File: src/rtl/seg_add_scan_if.sv
// Handshake and datapath bundle between the add/scan sequencer and its surroundings:
// operand handshake, shared adder hookup, and the multiplexed display outputs.
interface seg_add_scan_if;
    logic [3:0] x;
    logic [3:0] y;
    logic       in_valid;
    logic       in_ready;
    logic [3:0] add_a;
    logic [3:0] add_b;
    logic [3:0] add_sum;
    logic       add_cout;
    logic [3:0] seg_in;
    logic [3:0] digit_en;
    logic       res_valid;

    // Environment side: supplies operands and the adder result, observes the display.
    modport master (
        output x, y, in_valid, add_sum, add_cout,
        input  in_ready, add_a, add_b, seg_in, digit_en, res_valid
    );

    // Sequencer side.
    modport slave (
        input  x, y, in_valid, add_sum, add_cout,
        output in_ready, add_a, add_b, seg_in, digit_en, res_valid
    );
endinterface

File: src/rtl/seg_add_scan_ctrl.sv
// Sequencer and display scanner for the 4-bit add-and-display datapath.
// Latches an operand pair, lets the external adder settle, captures x/y/carry/sum
// into display registers, and scans them through one shared seven-segment decoder.
//
// state  | meaning
// -------+-----------------------------------------------------------
// IDLE   | ready for an operand pair; in_ready high
// SETTLE | operands latched, waiting SETTLE_CYC cycles for the adder
module seg_add_scan_ctrl #(
    parameter int DIV_WIDTH  = 16,
    parameter int DIV_MAX    = 49999,
    parameter int SETTLE_CYC = 1
) (
    input  logic          clk,
    input  logic          rst_n,
    seg_add_scan_if.slave bus
);

    localparam int SW = (SETTLE_CYC > 1) ? $clog2(SETTLE_CYC) : 1;

    typedef enum logic {
        IDLE   = 1'b0,
        SETTLE = 1'b1
    } state_t;

    state_t          state;
    state_t          state_next;
    logic            accept;
    logic            capture;
    logic            settle_last;
    logic [SW-1:0]   settle_cnt;

    logic [3:0]      opa_q;
    logic [3:0]      opb_q;
    logic [3:0]      disp_sum;
    logic [3:0]      disp_c;
    logic [3:0]      disp_x;
    logic [3:0]      disp_y;
    logic            res_valid_q;

    logic [DIV_WIDTH-1:0] div_cnt;
    logic                 tick;
    logic [1:0]           idx;
    logic [1:0]           idx_next;
    logic [3:0]           seg_next;
    logic [3:0]           seg_q;
    logic [3:0]           en_q;

    assign settle_last = (settle_cnt == SW'(SETTLE_CYC - 1));

    // State register.
    always_ff @(posedge clk) begin
        if (!rst_n)
            state <= IDLE;
        else
            state <= state_next;
    end

    // Next-state decode plus the accept/capture strobes for the datapath.
    always_comb begin
        state_next = state;
        accept     = 1'b0;
        capture    = 1'b0;
        case (state)
            IDLE: begin
                if (bus.in_valid) begin
                    accept     = 1'b1;
                    state_next = SETTLE;
                end
            end
            SETTLE: begin
                if (settle_last) begin
                    capture    = 1'b1;
                    state_next = IDLE;
                end
            end
            default: state_next = IDLE;
        endcase
    end

    // Operand latch, settle timer and display capture; display updates all at once.
    always_ff @(posedge clk) begin
        if (!rst_n) begin
            opa_q       <= 4'd0;
            opb_q       <= 4'd0;
            settle_cnt  <= '0;
            disp_sum    <= 4'd0;
            disp_c      <= 4'd0;
            disp_x      <= 4'd0;
            disp_y      <= 4'd0;
            res_valid_q <= 1'b0;
        end else begin
            res_valid_q <= capture;
            if (accept) begin
                opa_q      <= bus.x;
                opb_q      <= bus.y;
                settle_cnt <= '0;
            end else if (state == SETTLE && !settle_last) begin
                settle_cnt <= settle_cnt + SW'(1);
            end
            if (capture) begin
                disp_sum <= bus.add_sum;
                disp_c   <= {3'b000, bus.add_cout};
                disp_x   <= opa_q;
                disp_y   <= opb_q;
            end
        end
    end

    assign tick     = (div_cnt == DIV_WIDTH'(DIV_MAX));
    assign idx_next = tick ? idx + 2'd1 : idx;

    // Digit select: 0 sum, 1 carry, 2 y, 3 x.
    always_comb begin
        seg_next = disp_sum;
        case (idx_next)
            2'd0: seg_next = disp_sum;
            2'd1: seg_next = disp_c;
            2'd2: seg_next = disp_y;
            2'd3: seg_next = disp_x;
            default: seg_next = disp_sum;
        endcase
    end

    // Free-running refresh prescaler and registered digit drive.
    always_ff @(posedge clk) begin
        if (!rst_n) begin
            div_cnt <= '0;
            idx     <= 2'd0;
            seg_q   <= 4'd0;
            en_q    <= 4'b1110;
        end else begin
            div_cnt <= tick ? '0 : div_cnt + DIV_WIDTH'(1);
            idx     <= idx_next;
            seg_q   <= seg_next;
            en_q    <= ~(4'b0001 << idx_next);
        end
    end

    assign bus.in_ready  = (state == IDLE) && rst_n;
    assign bus.add_a     = opa_q;
    assign bus.add_b     = opb_q;
    assign bus.seg_in    = seg_q;
    assign bus.digit_en  = en_q;
    assign bus.res_valid = res_valid_q;

endmodule
File: src/flat_wrapper.sv
// flat-port wrapper written by rule: the top's interface ports become plain ports
module seg_add_scan_ctrl_flat 
#(
    parameter int DIV_WIDTH  = 16,
    parameter int DIV_MAX    = 49999,
    parameter int SETTLE_CYC = 1
)
  (clk, rst_n, bus_x, bus_y, bus_in_valid, bus_add_sum, bus_add_cout, bus_in_ready, bus_add_a, bus_add_b, bus_seg_in, bus_digit_en, bus_res_valid);
  seg_add_scan_if bus_i ();
  input  logic clk;
  input  logic rst_n;
  input wire logic [$bits(bus_i.x)-1:0] bus_x;
  input wire logic [$bits(bus_i.y)-1:0] bus_y;
  input wire logic [$bits(bus_i.in_valid)-1:0] bus_in_valid;
  input wire logic [$bits(bus_i.add_sum)-1:0] bus_add_sum;
  input wire logic [$bits(bus_i.add_cout)-1:0] bus_add_cout;
  output wire logic [$bits(bus_i.in_ready)-1:0] bus_in_ready;
  output wire logic [$bits(bus_i.add_a)-1:0] bus_add_a;
  output wire logic [$bits(bus_i.add_b)-1:0] bus_add_b;
  output wire logic [$bits(bus_i.seg_in)-1:0] bus_seg_in;
  output wire logic [$bits(bus_i.digit_en)-1:0] bus_digit_en;
  output wire logic [$bits(bus_i.res_valid)-1:0] bus_res_valid;
  assign bus_i.x = bus_x;
  assign bus_i.y = bus_y;
  assign bus_i.in_valid = bus_in_valid;
  assign bus_i.add_sum = bus_add_sum;
  assign bus_i.add_cout = bus_add_cout;
  assign bus_in_ready = bus_i.in_ready;
  assign bus_add_a = bus_i.add_a;
  assign bus_add_b = bus_i.add_b;
  assign bus_seg_in = bus_i.seg_in;
  assign bus_digit_en = bus_i.digit_en;
  assign bus_res_valid = bus_i.res_valid;
  seg_add_scan_ctrl #(.DIV_WIDTH(DIV_WIDTH), .DIV_MAX(DIV_MAX), .SETTLE_CYC(SETTLE_CYC)) u_core (.clk(clk), .rst_n(rst_n), .bus(bus_i));
endmodule
File: config.mk
export PLATFORM = sky130hd
export DESIGN_NAME = seg_add_scan_ctrl_flat
export DESIGN_NICKNAME = d
export VERILOG_FILES = /design/src/rtl/seg_add_scan_if.sv /design/src/rtl/seg_add_scan_ctrl.sv /design/src/flat_wrapper.sv
export SDC_FILE = /design/constraint.sdc
export NUM_CORES = 1
export LEC_CHECK = 0
export BUFFER_PORTS_ARGS = -buffer_cell sky130_fd_sc_hd__buf_2
export CORE_MARGIN = 2
export CORE_UTILIZATION = 45
export CTS_BUF_LIST = sky130_fd_sc_hd__clkbuf_8 sky130_fd_sc_hd__clkbuf_16
export CTS_CLUSTER_DIAMETER = 60
export CTS_CLUSTER_SIZE = 12
export DETAILED_ROUTE_END_ITERATION = 16
export PLACE_DENSITY = 0.66
export REMOVE_ABC_BUFFERS = 1
export SETUP_SLACK_MARGIN = 0.4
export SYNTH_ARGS = -nofsm -noshare
export SYNTH_HDL_FRONTEND = slang
export SYNTH_SLANG_ARGS = --single-unit
File: constraint.sdc
create_clock -name clk -period 2.6 [get_ports clk]
set_clock_uncertainty 0.1 [all_clocks]
set_input_delay 0.52 -clock clk [delete_from_list [all_inputs] [get_ports clk]]
set_output_delay 0.52 -clock clk [all_outputs]
set_load 0.005 [all_outputs]
# == Word level (Yosys, flattened, before mapping) ==
# Index checks and enable logic that the tools add are counted.
# word_totals
input_bits,16
ff_bits,50
out_inout_bits,18
word_cells,37
# op_classes
reduce_logical,5
muxes,8
eq_ne,4
shifts,1
bitwise,3
addsub,3
# ops
operator,n
"adder 16 x 1 -> 16 bit, second input constant",1
"equality test 16 bit, second input constant",1
case mux 4 bit (4 select lines),1
two-way mux 1 bit,5
"equality test 2 bit, second input constant",2
NOT 4 bit,1
OR reduction 2 bit,2
"left shift 1 x 2 -> 4 bit, first input constant",1
"adder 2 x 1 -> 2 bit, second input constant",1
"equality test 2 x 1 -> 1 bit, second input constant",1
logical AND 1 bit,2
logical NOT 2 bit,1
two-way mux 2 bit,1
NOT 1 bit,2
case mux 1 bit (2 select lines),1
"adder 1 bit, second input constant",1

# == Longest topological paths before layout ==
# depth
depth_word,4
mapped_depth,8
mapped_depth_nobuf,5

# == Worst setup path before layout ==
# Ideal clock, no wire load.
# synth_timing
path_kind,flip-flop to flip-flop
startpoint,reg u_core.div_cnt[0]
endpoint,reg u_core.seg_q[1] (netlist: u_core.bus.seg_in[1])
setup_ps,116
stages_incl_launch_ff,8
slack_ps,730
arrival_time_ps,1655
path_buffers,2
period_less_slack_ps,1870
required_time_ps,2384
cell_sequence,dfxtp_1 -> ha_1 -> buf_1 -> and4_1 -> nand4_1 -> clkbuf_1 -> a221o_1 -> and3_1
# synth_between
elab_chain_len,4
elab_cells_between_ends,7
classes_between,eq/ne: 4; mux: 2; reduce/logical: 1
# synth_rtl
element,line_no,source
"start, declared",seg_add_scan_ctrl.sv:41,logic [DIV_WIDTH-1:0] div_cnt;
"start signal, assigned",seg_add_scan_ctrl.sv:133,div_cnt <= tick ? '0 : div_cnt + DIV_WIDTH'(1);
equality test 16 bit (*),seg_add_scan_ctrl.sv:110,assign tick = (div_cnt == DIV_WIDTH'(DIV_MAX));
two-way mux 2 bit (*),seg_add_scan_ctrl.sv:111,assign idx_next = tick ? idx + 2'd1 : idx;
equality test 2 bit (tied with other cells),seg_add_scan_ctrl.sv:116,case (idx_next)
case mux 4 bit (4 select lines) (*),seg_add_scan_ctrl.sv:116,
"end signal, assigned",seg_add_scan_ctrl.sv:135,seg_q <= seg_next;
"end, declared",seg_add_scan_ctrl.sv:46,logic [3:0] seg_q;
# Mark *: on every way between the ends. The rest lies on a longest branch, timed or not.
# A chain may end at the register's enable or synchronous reset.

# == Worst setup path after layout ==
# layout_timing
startpoint,reg u_core.div_cnt[7]
endpoint,reg u_core.seg_q[0] (netlist: u_core.bus.seg_in[0])
# Same word-level chain as after synthesis.

==> results.tsv <==
metric	value	unit
wire per inst	12.1	µm
CP Launch Type	flop	
register area share after synthesis	45.8	%
GRT Overall Usage	16.4	%
Reg area	1000	µm²
WP data required	2.67	ns
Hold WC Path Type	in2reg	
clock period minus worst slack	2.00	ns
final instance area	2470	µm²
routed via count	1721	
Hold-fix buffers, CTS	0	
routability cong.	0.847	
Final setup viols	0	
max_cap viols	0	
Top delay family on crit path	simple AND/OR/NAND/NOR gates	
CP endpoint kind	flop	
CTS clock-pin slew for the worst setup and hold paths	0.09	ns
post-synthesis compound-gate area fraction	10.6	%
Initial Util	46.6	%
Root Buffer	clkbuf_8	
pre-CTS setup slack	0.415	ns
status	finished clean	
Post-Syn Area per Cell	8.88	µm²
Die H	73.7	µm
Core ar.	4690	µm²
crit-path max cell delay	0.56	ns
XOR/XNOR Fraction of Synth Area	6.01	%
PD cells	538	nW/µm²
DP Area	2370	µm²
Yosys top cell by area	dfxtp_1	
H-tree depth	2	
DR pass1 iterations	5	
synth warn	0	
CTS sink count	50	
global-route wire length before repair	6.93	mm
Critical Path AT	2.07	ns
antenna-violating nets left	0	
adder-cell share of the synthesized area	0.573	%
RSZ-0062 raised after global routing	no	
row cnt	25	
buffer and inverter count on the worst path	0	
top cells by area, synth	dfxtp_1 (46%), nand2_1 (8.4%), a21boi_0 (7.6%), mux2i_1 (3.7%), xnor2_1 (3.2%)	
post-route worst setup slack	0.603	ns
largest net degree at the start of global routing	21	
worst-margin pin slew	0.512	ns
Mapped Cells	246	
Die W	73.7	µm
maximum vdd drop	0.000310	V
post-synth top area share	45.8	%
highest-delay cell along the critical path	or4b_4	
Num CTS Buffers	5	
FFs w/ async S/R, synth	0	%
Die ar.	5430	µm²
Filler Cell Count	457	
type of the worst setup path	reg2reg	
post-synth cell types	33	
CP cell instances	or4b_4, nor4_4, mux2i_1, o311ai_1	
Final Util	52.6	%
Mapped Area	2180	µm²
Vias/cell	5.25	
synthesized flop and latch total	50	
IO Count	34	
Fmax achieved	501	MHz
initial DRC count	100	
initial antenna violation count	0	
largest family of logic cells by synthesized area	simple AND/OR/NAND/NOR gates	
layout cells sized above 1	18.6	%
hpwl dp	2.82	mm
CTS tree	built	
top_reg_cell synth	dfxtp_1	
DRC Markers	0	
clk buf depth	2	
Hold Vio Cnt, Final	0	
WL final	3.98	mm
Leak	0.000967	µW
Post-synth EDFFs	0	
setup TNS	0	ns
Final #Nets	290	
multi-input logic area	1110	µm²
post-synthesis simple-gate area fraction	28.5	%
worst skew pair latency	0.30	ns
vias in the first global route	1579	
ant diodes	0	
GRT Residual Overflow	0	
highest fanout seen on the critical path	7	
Slew headroom	65.8	%
PortBufs	33	
area delta synth->final	12.9	%
multiplexer area fraction after synthesis	5.21	%
Tcrit/Tclk final	76.8	%
Final Max Tran Viols	0	
==> cell type report <==
cell class / count / area share (%)
Tap cell: 54 / 2.74
Clock buffer: 5 / 2.79
Timing Repair Buffer: 37 / 7.91
Sequential cell: 50 / 40.6
Clock inverter: 3 / 0.862
Multi-Input combinational cell: 179 / 45.1
==> final timing paths <==
| kind | startpoint | to | slack, ns | depth (start not counted) |
|---|---|---|---|---|
| worst max register to register | u_core.div_cnt[7]$_SDFF_PP0_ | u_core.bus.seg_in[0]$_SDFF_PN0_ | 0.60 | 4 |
| worst min register to register | u_core.div_cnt[0]$_SDFF_PP0_ | u_core.div_cnt[0]$_SDFF_PP0_ | 0.37 | 1 |
| worst max-delay path | u_core.div_cnt[7]$_SDFF_PP0_ | u_core.bus.seg_in[0]$_SDFF_PN0_ | 0.60 | 4 |
| worst min-delay path | bus_y[2] | u_core.bus.add_b[2]$_SDFFE_PN0P_ | 0.35 | 3 |
==> sequential cells by signal, indices dropped and copies added, names as in the netlist <==
name                  flops
u_core.bus.add_a          4
u_core.bus.add_b          4
u_core.bus.digit_en       4
u_core.bus.res_valid      1
u_core.bus.seg_in         4
u_core.disp_c             1
u_core.disp_sum           4
u_core.disp_x             4
u_core.disp_y             4
u_core.div_cnt           16
u_core.idx                2
u_core.settle_cnt         1
u_core.state              1
==> tightest hold or removal path, stage by stage <==
cell      delay [ns]
buf_2           0.09
nand2_1         0.04
a21boi_0        0.06
==> through the flow <==
step / total power, µW / hold WS [ns] / std cells
after floorplan: 859 / 0.326 / 229
after global placement: 900 / 0.335 / 319
after detailed placement: 901 / 0.354 / 319
after CTS: 1350 / 0.341 / 327
after global routing: 1390 / 0.351 / 328
final: 1330 / 0.352 / 328
==> layout by cell type (no fill, tap or decap), drive strengths merged <==
cell	count
or4bb	2
buf	37
nand2b	5
or3	1
and3	8
xnor2	8
mux2	3
nand3	12
a221o	3
nor3b	1
and3b	1
a21boi	22
o21ai	1
o311ai	1
nand2	49
nor4b	1
xor2	7
nor3	2
dfxtp	50
clkinv	2
or4b	1
o211ai	3
ha	1
mux2i	8
nand4	6
and4	2
clkinvlp	1
nor4	5
nor2b	4
clkbuf	5
nor2	18
and2	4
==> kinds of logic after synthesis <==
logic type / after synthesis
AOI/OAI and AO/OA: 30
muxes: 11
and+or+nand+nor: 122
buffers and inverters: 17
xor gates and xnor gates: 15
DFF: 50
adders and majority gates: 1
==> power breakdown <==
| group | total [µW] | switching [µW] | internal (µW) |
|---|---|---|---|
| logic | 81.1 | 42.7 | 38.3 |
| registers | 801 | 15.3 | 786 |
| clock network | 446 | 257 | 189 |
==> routing by layer <==
| metal | GRT usage, % | share of wire [%] | up-vias |
|---|---|---|---|
| met5 | 0 | 0 | - |
| met4 | 7.27 | 2.4 | 0 |
| met3 | 5.35 | 6.3 | 10 |
| met2 | 26.0 | 44 | 61 |
| met1 | 20.2 | 47 | 751 |
| li1 | - | - | 899 |
==> cell usage after synthesis, types with 5 or more instances <==
| library cell | instances |
|---|---|
| nand4_1 | 6 |
| nand2_1 | 49 |
| a21boi_0 | 22 |
| nor2_1 | 18 |
| dfxtp_1 | 50 |
| xor2_1 | 7 |
| nand2b_1 | 5 |
| clkbuf_1 | 13 |
| and3_1 | 8 |
| nand3_1 | 12 |
| xnor2_1 | 8 |
| mux2i_1 | 8 |
==> repair_timing <==
action | 4_1_cts | 5_1_grt
gates resized for setup | 1 | 0
endpoints found under the hold margin | 0 | 0
setup endpoints to repair | 1 | 18
buffers inserted | 0 | 1
gates cloned | 0 | 0
Power figures use the tool's default switching activity.
